### src/rtl/control_unit_pkg.sv
// Shared definitions for the sequencer: widths, opcode values (the ALU codes
// are the same numbers the ALU decodes) and the FSM state type.
package control_unit_pkg;

   localparam int CU_PC_W    = 8;
   localparam int CU_INSTR_W = 16;

   localparam logic [3:0] OPC_NOP = 4'd0;
   localparam logic [3:0] OPC_ADD = 4'd1;
   localparam logic [3:0] OPC_SUB = 4'd2;
   localparam logic [3:0] OPC_AND = 4'd3;
   localparam logic [3:0] OPC_OR  = 4'd4;
   localparam logic [3:0] OPC_NOT = 4'd5;
   localparam logic [3:0] OPC_XOR = 4'd6;
   localparam logic [3:0] OPC_LDI = 4'd7;
   localparam logic [3:0] OPC_JMP = 4'd8;
   localparam logic [3:0] OPC_JC  = 4'd9;
   localparam logic [3:0] OPC_HLT = 4'd15;

   localparam logic [3:0] ALU_IDLE = 4'd0;

   typedef enum logic [2:0] {
      ST_IDLE   = 3'd0,
      ST_FETCH  = 3'd1,
      ST_DECODE = 3'd2,
      ST_EXEC   = 3'd3,
      ST_WB     = 3'd4,
      ST_HALT   = 3'd5
   } state_t;

   // True for the six opcodes that run through the ALU and write back its result.
   function automatic logic opc_is_alu(input logic [3:0] opc);
      return (opc >= OPC_ADD) && (opc <= OPC_XOR);
   endfunction

endpackage

### src/rtl/control_unit_instr_decode.sv
// Pure opcode classifier: turns the 4-bit opcode field of the instruction
// register into the ALU opcode and one-hot instruction class flags.
module control_unit_instr_decode
   import control_unit_pkg::*;
(
   input  logic [3:0] opc,
   output logic [3:0] alu_op,
   output logic       is_alu,
   output logic       is_ldi,
   output logic       is_jmp,
   output logic       is_jc,
   output logic       is_hlt,
   output logic       is_illegal
);

   // Classify the opcode; everything not listed (10..14) is illegal.
   always_comb begin
      alu_op     = ALU_IDLE;
      is_alu     = 1'b0;
      is_ldi     = 1'b0;
      is_jmp     = 1'b0;
      is_jc      = 1'b0;
      is_hlt     = 1'b0;
      is_illegal = 1'b0;
      case (opc)
         OPC_NOP: ;
         OPC_ADD, OPC_SUB, OPC_AND, OPC_OR, OPC_NOT, OPC_XOR: begin
            alu_op = opc;
            is_alu = opc_is_alu(opc);
         end
         OPC_LDI: is_ldi = 1'b1;
         OPC_JMP: is_jmp = 1'b1;
         OPC_JC:  is_jc  = 1'b1;
         OPC_HLT: is_hlt = 1'b1;
         default: is_illegal = 1'b1;
      endcase
   end

endmodule

### src/rtl/control_unit.sv
// Multi-cycle sequencer for the 16-bit processor. Owns pc, ir, the carry flag
// and the halted/illegal status; decoded datapath controls are combinational
// from (state, ir).
//
//  state     | meaning
//  ----------+------------------------------------------------------------
//  ST_IDLE   | after reset; waits for a start pulse
//  ST_FETCH  | prog_addr = pc, sync ROM captures the address
//  ST_DECODE | ir <= prog_data, pc <= pc + 1
//  ST_EXEC   | ALU settles; carry capture, jumps, illegal and halt resolved
//  ST_WB     | one-cycle register-file write (ALU ops and LDI only)
//  ST_HALT   | terminal; only rst leaves it
module control_unit
   import control_unit_pkg::*;
#(
   parameter int PC_W    = CU_PC_W,
   parameter int INSTR_W = CU_INSTR_W
) (
   input  logic               clk,
   input  logic               rst,
   input  logic               start,
   output logic [PC_W-1:0]    prog_addr,
   input  logic [INSTR_W-1:0] prog_data,
   output logic [3:0]         alu_op,
   input  logic               alu_carry,
   output logic [3:0]         rf_ra,
   output logic [3:0]         rf_rb,
   output logic [3:0]         rf_wa,
   output logic               rf_we,
   output logic               wb_sel,
   output logic [7:0]         imm,
   output logic               carry_flag,
   output logic               halted,
   output logic               illegal
);

   localparam logic [PC_W-1:0] PC_ONE = PC_W'(1);

   state_t             state;
   logic [PC_W-1:0]    pc;
   logic [INSTR_W-1:0] ir;

   logic [3:0] dec_alu_op;
   logic       is_alu;
   logic       is_ldi;
   logic       is_jmp;
   logic       is_jc;
   logic       is_hlt;
   logic       is_illegal;

   control_unit_instr_decode u_decode (
      .opc        (ir[15:12]),
      .alu_op     (dec_alu_op),
      .is_alu     (is_alu),
      .is_ldi     (is_ldi),
      .is_jmp     (is_jmp),
      .is_jc      (is_jc),
      .is_hlt     (is_hlt),
      .is_illegal (is_illegal)
   );

   // Sequencer: state, pc, ir and the status flags all advance here.
   always_ff @(posedge clk or posedge rst) begin
      if (rst) begin
         state      <= ST_IDLE;
         pc         <= '0;
         ir         <= '0;
         carry_flag <= 1'b0;
         halted     <= 1'b0;
         illegal    <= 1'b0;
      end else begin
         case (state)
            ST_IDLE: begin
               if (start) state <= ST_FETCH;
            end
            ST_FETCH: begin
               state <= ST_DECODE;
            end
            ST_DECODE: begin
               ir    <= prog_data;
               pc    <= pc + PC_ONE;
               state <= ST_EXEC;
            end
            ST_EXEC: begin
               if (is_alu) begin
                  carry_flag <= alu_carry;
                  state      <= ST_WB;
               end else if (is_ldi) begin
                  state <= ST_WB;
               end else if (is_jmp || (is_jc && carry_flag)) begin
                  pc    <= ir[PC_W-1:0];
                  state <= ST_FETCH;
               end else if (is_hlt) begin
                  halted <= 1'b1;
                  state  <= ST_HALT;
               end else begin
                  // NOP, untaken JC and illegal opcodes all just move on.
                  if (is_illegal) illegal <= 1'b1;
                  state <= ST_FETCH;
               end
            end
            ST_WB: begin
               state <= ST_FETCH;
            end
            ST_HALT: begin
               state <= ST_HALT;
            end
            default: begin
               state <= ST_IDLE;
            end
         endcase
      end
   end

   // Field extraction is unconditional; ir is zero out of reset so these are too.
   assign prog_addr = pc;
   assign rf_ra     = ir[7:4];
   assign rf_rb     = ir[3:0];
   assign rf_wa     = ir[11:8];
   assign imm       = ir[7:0];

   // ALU opcode is held through WB so the write-back value stays stable.
   always_comb begin
      alu_op = ALU_IDLE;
      rf_we  = 1'b0;
      wb_sel = 1'b0;
      if ((state == ST_EXEC || state == ST_WB) && is_alu) alu_op = dec_alu_op;
      if (state == ST_WB) begin
         rf_we  = 1'b1;
         wb_sel = is_ldi;
      end
   end

endmodule

### config.mk
export PLATFORM = sky130hd
export DESIGN_NAME = control_unit
export DESIGN_NICKNAME = d
export VERILOG_FILES = /design/src/rtl/control_unit_pkg.sv /design/src/rtl/control_unit_instr_decode.sv /design/src/rtl/control_unit.sv
export SDC_FILE = /design/constraint.sdc
export NUM_CORES = 1
export LEC_CHECK = 0
export ABC_AREA = 1
export CAP_MARGIN = 20
export CORE_MARGIN = 4
export CORE_UTILIZATION = 49
export CTS_BUF_LIST = sky130_fd_sc_hd__clkbuf_8 sky130_fd_sc_hd__clkbuf_16
export CTS_CLUSTER_DIAMETER = 30
export CTS_CLUSTER_SIZE = 16
export DETAILED_ROUTE_END_ITERATION = 12
export PLACE_DENSITY_LB_ADDON = 0.3
export SLEW_MARGIN = 20
export SYNTH_ARGS = -nofsm -noshare
export SYNTH_HDL_FRONTEND = slang
export SYNTH_SLANG_ARGS = --single-unit
### constraint.sdc
create_clock -name clk -period 2.2 [get_ports clk]
set_input_delay 0.44 -clock clk [delete_from_list [all_inputs] [get_ports clk]]
set_output_delay 0.44 -clock clk [all_outputs]
set_load 0.005 [all_outputs]
## Word-level counts from Yosys, hierarchy flattened

Index checks and enable logic that the tools add are counted.

| word-level totals | value |
|---|---|
| register bits after elaboration | 30 |
| latch bits | 0 |
| memory bits (writable) | 0 |
| ROM bits | 0 |
| bits of input ports | 20 |
| output and inout bits | 37 |
| logic and storage cells | 66 |
| memories kept | 0 |

| operators by class | value |
|---|---|
| add/subtract/negate cells | 1 |
| multipliers | 0 |
| divide/modulo/power cells | 0 |
| magnitude comparators | 2 |
| equal/unequal tests | 19 |
| shift operators | 0 |
| muxes and demuxes | 19 |
| bitwise operators | 5 |
| reduce and logical (&&, ||, !) cells | 14 |

Operator list:

| kind | count |
|---|---|
| $mux W8 | 3 |
| $pmux W3 S6 | 1 |
| $eq A4 B3 Y1 const B | 4 |
| $pmux W8 S2 | 1 |
| $mux W3 | 5 |
| $eq A4 B4 Y1 const B | 3 |
| $reduce_or A11 Y1 | 1 |
| $add A8 B1 Y8 const B | 1 |
| $eq A4 B2 Y1 const B | 2 |
| $mux W4 | 2 |
| $ne A2 B2 Y1 const B | 4 |
| $mux W1 | 7 |
| $eq A3 B2 Y1 const B | 2 |
| $eq A3 B3 Y1 const B | 2 |
| $reduce_and A6 Y1 | 1 |
| $reduce_or A6 Y1 | 1 |
| $not A1 Y1 | 5 |
| $reduce_and A5 Y1 | 1 |
| $eq A4 B1 Y1 const B | 1 |
| $ge A4 B1 Y1 const B | 1 |
| $le A4 B3 Y1 const B | 1 |
| $logic_not A4 Y1 | 1 |
| $reduce_and A4 Y1 | 1 |
| $eq A3 B1 Y1 const B | 1 |
| other kinds (5) | 8 |

## Depth between registers and ports, before layout

Gate-level depths: netlist of run 1.

| depth | value |
|---|---|
| depth in word-level cells | 8 |
| mapped depth | 8 |

## By module

A second synthesis of run 1 with hierarchy kept.

| unflattened totals | value |
|---|---|
| cell total of the unflattened synthesis | 244 |
| area, all modules | 1775.5 um^2 |

By module, submodules not included:

| module | instances | cells each | area each (um^2) | sequential area each (um^2) |
|---|---|---|---|---|
| control_unit | 1 | 222 | 1671.6 | 750.7 |
| control_unit_instr_decode | 1 | 22 | 103.8 | 0.0 |

## Worst setup path after synthesis of run 1

OpenSTA, ideal clock, no wires.

| timing | value |
|---|---|
| path kind | register to output |
| start point | reg ir[13] |
| end point | out alu_op[0] |
| data arrival time | 1.059 ns |
| data required time | 1.760 ns |
| path slack | 0.701 ns |
| cell stages (with the launch flop) | 7 |
| path buffers | 0 |
| cell sequence | dfrtp_1 -> nor2_1 -> nand2_1 -> nand2_1 -> nor2_1 -> o21ai_0 -> nor2_1 |

| on the way | value |
|---|---|
| word-level cells in the longest chain between the ends | 5 |
| elaborated cells on any way between the ends | 14 |
| classes of those cells | order compare (2); eq/ne (6); mux (3); reduce/logical (3) |

Ends and longest elaborated chain:

| what | RTL line | source |
|---|---|---|
| start: declaration | control_unit.sv:41 | `logic [INSTR_W-1:0] ir;` |
| start signal: assignment | control_unit.sv:80 | `ir <= prog_data;` |
| $ge A4 B1 Y1, or another cell as far along | control_unit_pkg.sv:33 | `return (opc >= OPC_ADD) && (opc <= OPC_XOR);` |
| $logic_and A1 B1 Y1 / $reduce_or A6 Y1 (equally long branches) | control_unit_pkg.sv:33, control_unit_instr_decode.sv:25 |  |
| $mux W1 | control_unit_instr_decode.sv:25 | `case (opc)` |
| $logic_and A1 B1 Y1 | control_unit.sv:127 | `if ((state == ST_EXEC \|\| state == ST_WB) && is_alu) alu_op = dec_alu_op;` |
| $mux W4 (*) | control_unit.sv:127 |  |
| end: declaration | control_unit.sv:24 | `output logic [3:0] alu_op,` |

Every way passes the cells marked *; elsewhere a longest branch is shown, timed or not.

## Final worst setup path of run 1

| timing | value |
|---|---|
| start point | reg state[1] |
| end point | out rf_we |

| on the way | value |
|---|---|
| word-level cells in the longest chain between the ends | 2 |

Ends and longest elaborated chain:

| what | RTL line | source |
|---|---|---|
| start: declaration | control_unit.sv:39 | `state_t state;` |
| start signal: assignment | control_unit.sv:65 | `state <= ST_IDLE;` |
| start signal: assignment | control_unit.sv:74 | `if (start) state <= ST_FETCH;` |
| start signal: assignment | control_unit.sv:77 | `state <= ST_DECODE;` |
| $eq A3 B3 Y1 | control_unit.sv:128 | `if (state == ST_WB) begin` |
| $mux W1 | control_unit.sv:128 |  |
| end: declaration | control_unit.sv:29 | `output logic rf_we,` |

No other way between the ends.

==> flow_metrics.tcl, run 1 <==
set metrics [dict create \
    hold_viol 0 \
    power_switching_mw 1.19 \
    period_share_pct 90.3 \
    hold_path.class "reg2reg" \
    drt-wirelength-per-cell_um 12.6 \
    p_int_mw 2.03 \
    synthesis.nets 217 \
    cts_sinks 30 \
    dp_hpwl_mm 2.61 \
    power_switching_share_pct 37.1 \
    cp_slowest_stage_delay_ns 0.53 \
    avgSynthCellArea_um2 8.61 \
    syn_inst 196 \
    worst-path-stages 4 \
    r2r-start "state[0]" \
    wl_met3_um 189 \
    r2r_end "prog_addr[6]" \
    drtIter0Drc 117 \
    max_cap_viol_count 0 \
    dp.cells 275 \
    routed_wl_mm 3.58 \
    die_w_um 66.7 \
    wl_met2_mm 1.79 \
    maxSlewViolCount 0 \
    fin_cells 285 \
    final_common_cell "clkdlybuf4s50_1" \
    cts.hold.buffers_added 0 \
    synth_area_mm2 0.00169 \
    cts_buffers 5 \
    drt-pass1-iter-count 4 \
    worstSkewPairLatency_ns 0.28 \
    path_class "reg2out" \
    final_cell_mix "clkdlybuf4s50_1 (51), nand2_1 (38), dfrtp_1 (30)" \
    p_per_area_mw_per_mm2 1430 \
    startpoint_type "flop" \
    grt_pass1_wl_mm 6.24 \
    ios 57 \
    grt_max_degree 31 \
    worst_slack_ns 0.214 \
    fmax_ghz 0.504 \
    whs_ns 0.470 \
    via_count 1399 \
    post-place-ws_ns 0.130 \
    via_per_inst 4.91 \
    grt_usage_pct 18.5 \
    wl_met1_mm 1.54 \
    finalSetupTns_ns 0 \
    cp_common_cell "nor2_2" \
    gp_congestion 0.857 \
    postRouteAntennaNets 0 \
    yosysSeqAreaShare_pct 44.5 \
    seqPwrFrac_pct 33.8 \
    io_buffer_count 55 \
    cp_max_fo 4 \
    status "completed" \
    cp_num_buf_inv 2 \
    syn_to_final_growth_pct 33.7 \
    p_clk_share_pct 14.0 \
    worstPathRequired_ns 1.76 \
    top_layer_used "met4" \
    grt_overflow_total 0 \
    critPathLaunch "state[1]" \
    rsz0062_at_grt "false" \
    setup_viol 0 \
    die-area_mm2 0.00444 \
    chipHeight_um 66.7 \
    clock_skew_ns 0.00512 \
    cp_top_family "buffers and inverters" \
    combPwrFrac_pct 52.2 \
    start_util_pct 50.5 \
    leakage_nw 1.04 \
    nets 259 \
    cts_max_level 2 \
    grt_pass1_vias 1398 \
    cp_slowest_cell "clkdlybuf4s50_1" \
    drive_above_1_share_pct 15.1 \
    critPathArrivalTime_ns 1.55 \
    cts_buffer_depth 2 \
    drc 0 \
    cts_tree "done" \
    path_clk_slew_ns 0.06 \
    ys_seq_elements 30 \
    num_rows 21 \
    period_needed_ns 1.99 \
    worstSetupEndpoint "rf_we" \
    path_cells "nor2_2, inv_1, nor2_2, clkdlybuf4s50_1" \
    critPathCaptureType "primary output" \
    max-vdd-ir-drop_mv 0.802 \
    diodes 0 \
    core-area_mm2 0.00334 \
    r2r_cells 7 \
    root_buffer "clkbuf_8" \
    antenna_found_initial 0 \
    reg2reg_slack_ns 0.60 \
    nFillCells 302 \
    yosysWarnings 0 \
    yosysUniqueCellTypes 28 \
]
## stage by stage
stage          utilization [%]  power (mW)  instance area, µm²
2_1_floorplan                -        2.20                1690
3_3_place_gp              64.0        2.71                2130
3_5_place_dp              64.0        2.76                2130
4_1_cts                   67.2        3.25                2240
5_1_grt                   67.6        3.51                2250
6_report                  67.6        3.22                2250
## cells by family after synthesis
family / share of synthesized area [%]
flops: 44.5
mux: 8.01
buf+inv: 15.5
xor+xnor: 0.519
compound gates: 5.42
simple gates: 25.1
other cells: 0.222
fa+ha+maj: 0.742
## cells in the mapped netlist, drive strengths merged
| library cell | number | area (µm²) |
|---|---|---|
| nand2 | 39 | 154 |
| dfrtp | 30 | 751 |
| buf | 26 | 194 |
| nand3 | 21 | 105 |
| nor2 | 18 | 70.1 |
| inv | 17 | 63.8 |
| mux2 | 12 | 135 |
| o21ai | 8 | 40.0 |
| a21oi | 6 | 30.0 |
| or2 | 5 | 31.3 |
| nand4 | 3 | 33.8 |
| nor3 | 2 | 15.0 |
| a31oi | 1 | 6.26 |
| clkbuf | 1 | 3.75 |
| conb | 1 | 3.75 |
| ha | 1 | 12.5 |
| nor3b | 1 | 7.51 |
| nor4 | 1 | 6.26 |
| o211ai | 1 | 7.51 |
| o21bai | 1 | 7.51 |
| xnor2 | 1 | 8.76 |
## power by group through the flow
stage / registers [mW] / clock network (mW) / logic, mW
global route: 1.14 / 0.495 / 1.88
floorplan: 1.04 / 0 / 1.16
finish: 1.09 / 0.452 / 1.68
global placement: 1.08 / 0 / 1.63
detailed placement: 1.10 / 0 / 1.66
CTS: 1.09 / 0.466 / 1.70
## worst min-delay path: cells and delay by family (launching register included)
| family | cells | cell delay, ns |
|---|---|---|
| DFF | 1 | 0.35 |
| and+or+nand+nor | 1 | 0.05 |
| buffers and inverters | 1 | 0.04 |
## repair_timing
item                                    CTS  global route
endpoints found under the setup margin    4             2
gates resized for setup                   5             3
gates cloned                              0             0
pin swaps                                 1             0
buffers inserted                          2             0
## metal layers
metal	vias to the layer above	global-route usage (%)
li1	704	-
met1	652	22.9
met2	36	29.6
met3	7	6.07
met4	0	7.61
met5	-	0
## registers in the layout, summed over array words and instances (netlist names)
name,count
ir,16
prog_addr,8
state,3
carry_flag,1
halted,1
illegal,1
## worst min-delay path by stage
stage               startpoint       to  slack, ns  depth (start not counted)
floorplan               halted   halted       0.46                          2
global placement        halted   halted       0.45                          2
detailed placement      halted   halted       0.46                          2
CTS                     halted   halted       0.48                          2
global route           illegal  illegal       0.52                          1
finish                  halted   halted       0.47                          2
## area by class of cell
cell class	count	area [µm²]	area share, %
Clock buffer	6	82.6	3.66
Clock inverter	2	8.76	0.388
Inverter	17	63.8	2.83
Multi-Input combinational cell	122	686	30.4
Sequential cell	30	751	33.3
Tap cell	46	57.6	2.55
Timing Repair Buffer	62	606	26.9
Power figures use the tool's default switching activity.
==> run 2, diff against run 1 <==
--- a/config.mk
+++ b/config.mk
@@ -14,6 +14,7 @@
 export CTS_CLUSTER_SIZE = 16
 export DETAILED_ROUTE_END_ITERATION = 12
 export PLACE_DENSITY_LB_ADDON = 0.3
+export SKIP_CTS_REPAIR_TIMING = 1
 export SLEW_MARGIN = 20
 export SYNTH_ARGS = -nofsm -noshare
 export SYNTH_HDL_FRONTEND = slang
==> run 2 against run 1 <==
Against the previous run: hold slack improved by 0.00052 ns; count of clock-buffer cells in the layout unchanged; combinational power is essentially flat; register-to-register slack about the same; critical endpoint unchanged; wire length down 0.20%; clock power about the same; largest cell class unchanged; global-route usage down 0.14 points; sequential share of layout area did not move.
==> flow_metrics.tcl, run 2 (synthesis results as in run 1) <==
set metrics [dict create \
    status "completed" \
    r2r-start "state[0]" \
    hold_path_depth 2 \
    rsz0062_at_grt "false" \
    cp_num_buf_inv 2 \
    cts_sinks 30 \
    routed_wl_mm 3.57 \
    hold_viol 0 \
    worst_slack_ns 0.210 \
    hold_path.class "reg2reg" \
    io_buffer_count 55 \
    startpoint_type "flop" \
    maxSlewViolCount 0 \
    num_rows 21 \
    p_per_area_mw_per_mm2 1420 \
    worstSkewPairLatency_ns 0.28 \
    drc 0 \
    grt_overflow_total 0 \
    clock_skew_ns 0.00448 \
    leakage_nw 1.07 \
    syn_to_final_growth_pct 33.7 \
    critPathCaptureType "primary output" \
    dp_hpwl_mm 2.61 \
    reg2reg_slack_ns 0.61 \
    via_count 1412 \
    worstPathRequired_ns 1.76 \
    critPathArrivalTime_ns 1.55 \
    path_class "reg2out" \
    worst-path-stages 4 \
    die-area_mm2 0.00444 \
    start_util_pct 50.5 \
    chipHeight_um 66.7 \
    die_w_um 66.7 \
    final_common_cell "clkdlybuf4s50_1" \
    cts_max_level 2 \
    grt_usage_pct 18.4 \
    period_needed_ns 1.99 \
    critPathLaunch "state[1]" \
    cts_buffers 5 \
    cp_max_fo 4 \
    drt-pass1-iter-count 4 \
    gp_congestion 0.857 \
    path_clk_slew_ns 0.06 \
    max-vdd-ir-drop_mv 0.801 \
    max_cap_viol_count 0 \
    ios 57 \
    cp_slowest_stage_delay_ns 0.53 \
    antenna_found_initial 0 \
    fmax_ghz 0.502 \
    r2r_cells 7 \
    final_cell_mix "clkdlybuf4s50_1 (51), nand2_1 (38), dfrtp_1 (30)" \
    via_per_inst 4.97 \
    path_cells "nor2_2, inv_1, nor2_2, clkdlybuf4s50_1" \
    post-place-ws_ns 0.130 \
    cp_top_family "buffers and inverters" \
    cp_common_cell "nor2_2" \
    grt_max_degree 31 \
    cts_tree "done" \
    drive_above_1_share_pct 14.7 \
    drtIter0Drc 98 \
    cts_buffer_depth 2 \
    setup_viol 0 \
    cp_slowest_cell "clkdlybuf4s50_1" \
    root_buffer "clkbuf_8" \
    postRouteAntennaNets 0 \
    drt-wirelength-per-cell_um 12.6 \
    period_share_pct 90.5 \
    diodes 0 \
    nets 258 \
    top_register "ir" \
    min_from "halted" \
    grt_pass1_vias 1384 \
    finalSetupTns_ns 0 \
    grt_pass1_wl_mm 6.20 \
    core-area_mm2 0.00334 \
    largest_register_ffs 16 \
]
==> run 2: changes by cell type in the layout (fill, tap and decap cells not counted) <==
cell	before	now
buf_4	7	6
dlygate4sd2_1	2	0
dlymetal6s2s_1	2	4
==> run 2: layer usage <==
metal,vias to the layer above,global-route usage [%],part of all wire [%]
met4,0,7.61,1.9
met1,645,22.6,42
met5,-,0,0
met3,9,6.24,7.0
met2,56,29.2,49
li1,702,-,-
==> run 2: where the power goes <==
group	internal [mW]	switching (mW)
Sequential	0.824	0.267
Combinational	0.948	0.719
Clock	0.247	0.205
==> run 2: area by class of cell <==
class                   count  area (µm²)
inverters                  17        63.8
clock buffers               6        82.6
well taps                  46        57.6
multi-input cells         122         686
flip-flops and latches     30         751
repair buffers             61         606
clock inverters             2        8.76
fillers                   301        1080
==> run 2: worst reg2reg max path: cells and delay by family (launching register included) <==
| family | cells | cell delay (ns) |
|---|---|---|
| buffers and inverters | 2 | 0.40 |
| DFF | 1 | 0.41 |
| and+or+nand+nor | 5 | 0.69 |
==> run 2: through the flow <==
step                      total power [mW]  instances  hold WS, ns  util [%]  area [µm²]
after floorplan                       2.20        196        0.458         -        1690
after global placement                2.71        275        0.455      64.0        2130
after detailed placement              2.76        275        0.460      64.0        2130
after CTS                             3.22        283        0.476      66.7        2230
after global routing                  3.50        284        0.520      67.6        2250
final                                 3.21        284        0.470      67.6        2250
==> run 2: worst paths after layout <==
check | end
worst max-delay path | rf_we
worst min-delay path | halted
worst max register to register | prog_addr[5]
worst min register to register | halted
max in group asynchronous | ir[2]
min in group asynchronous | ir[5]
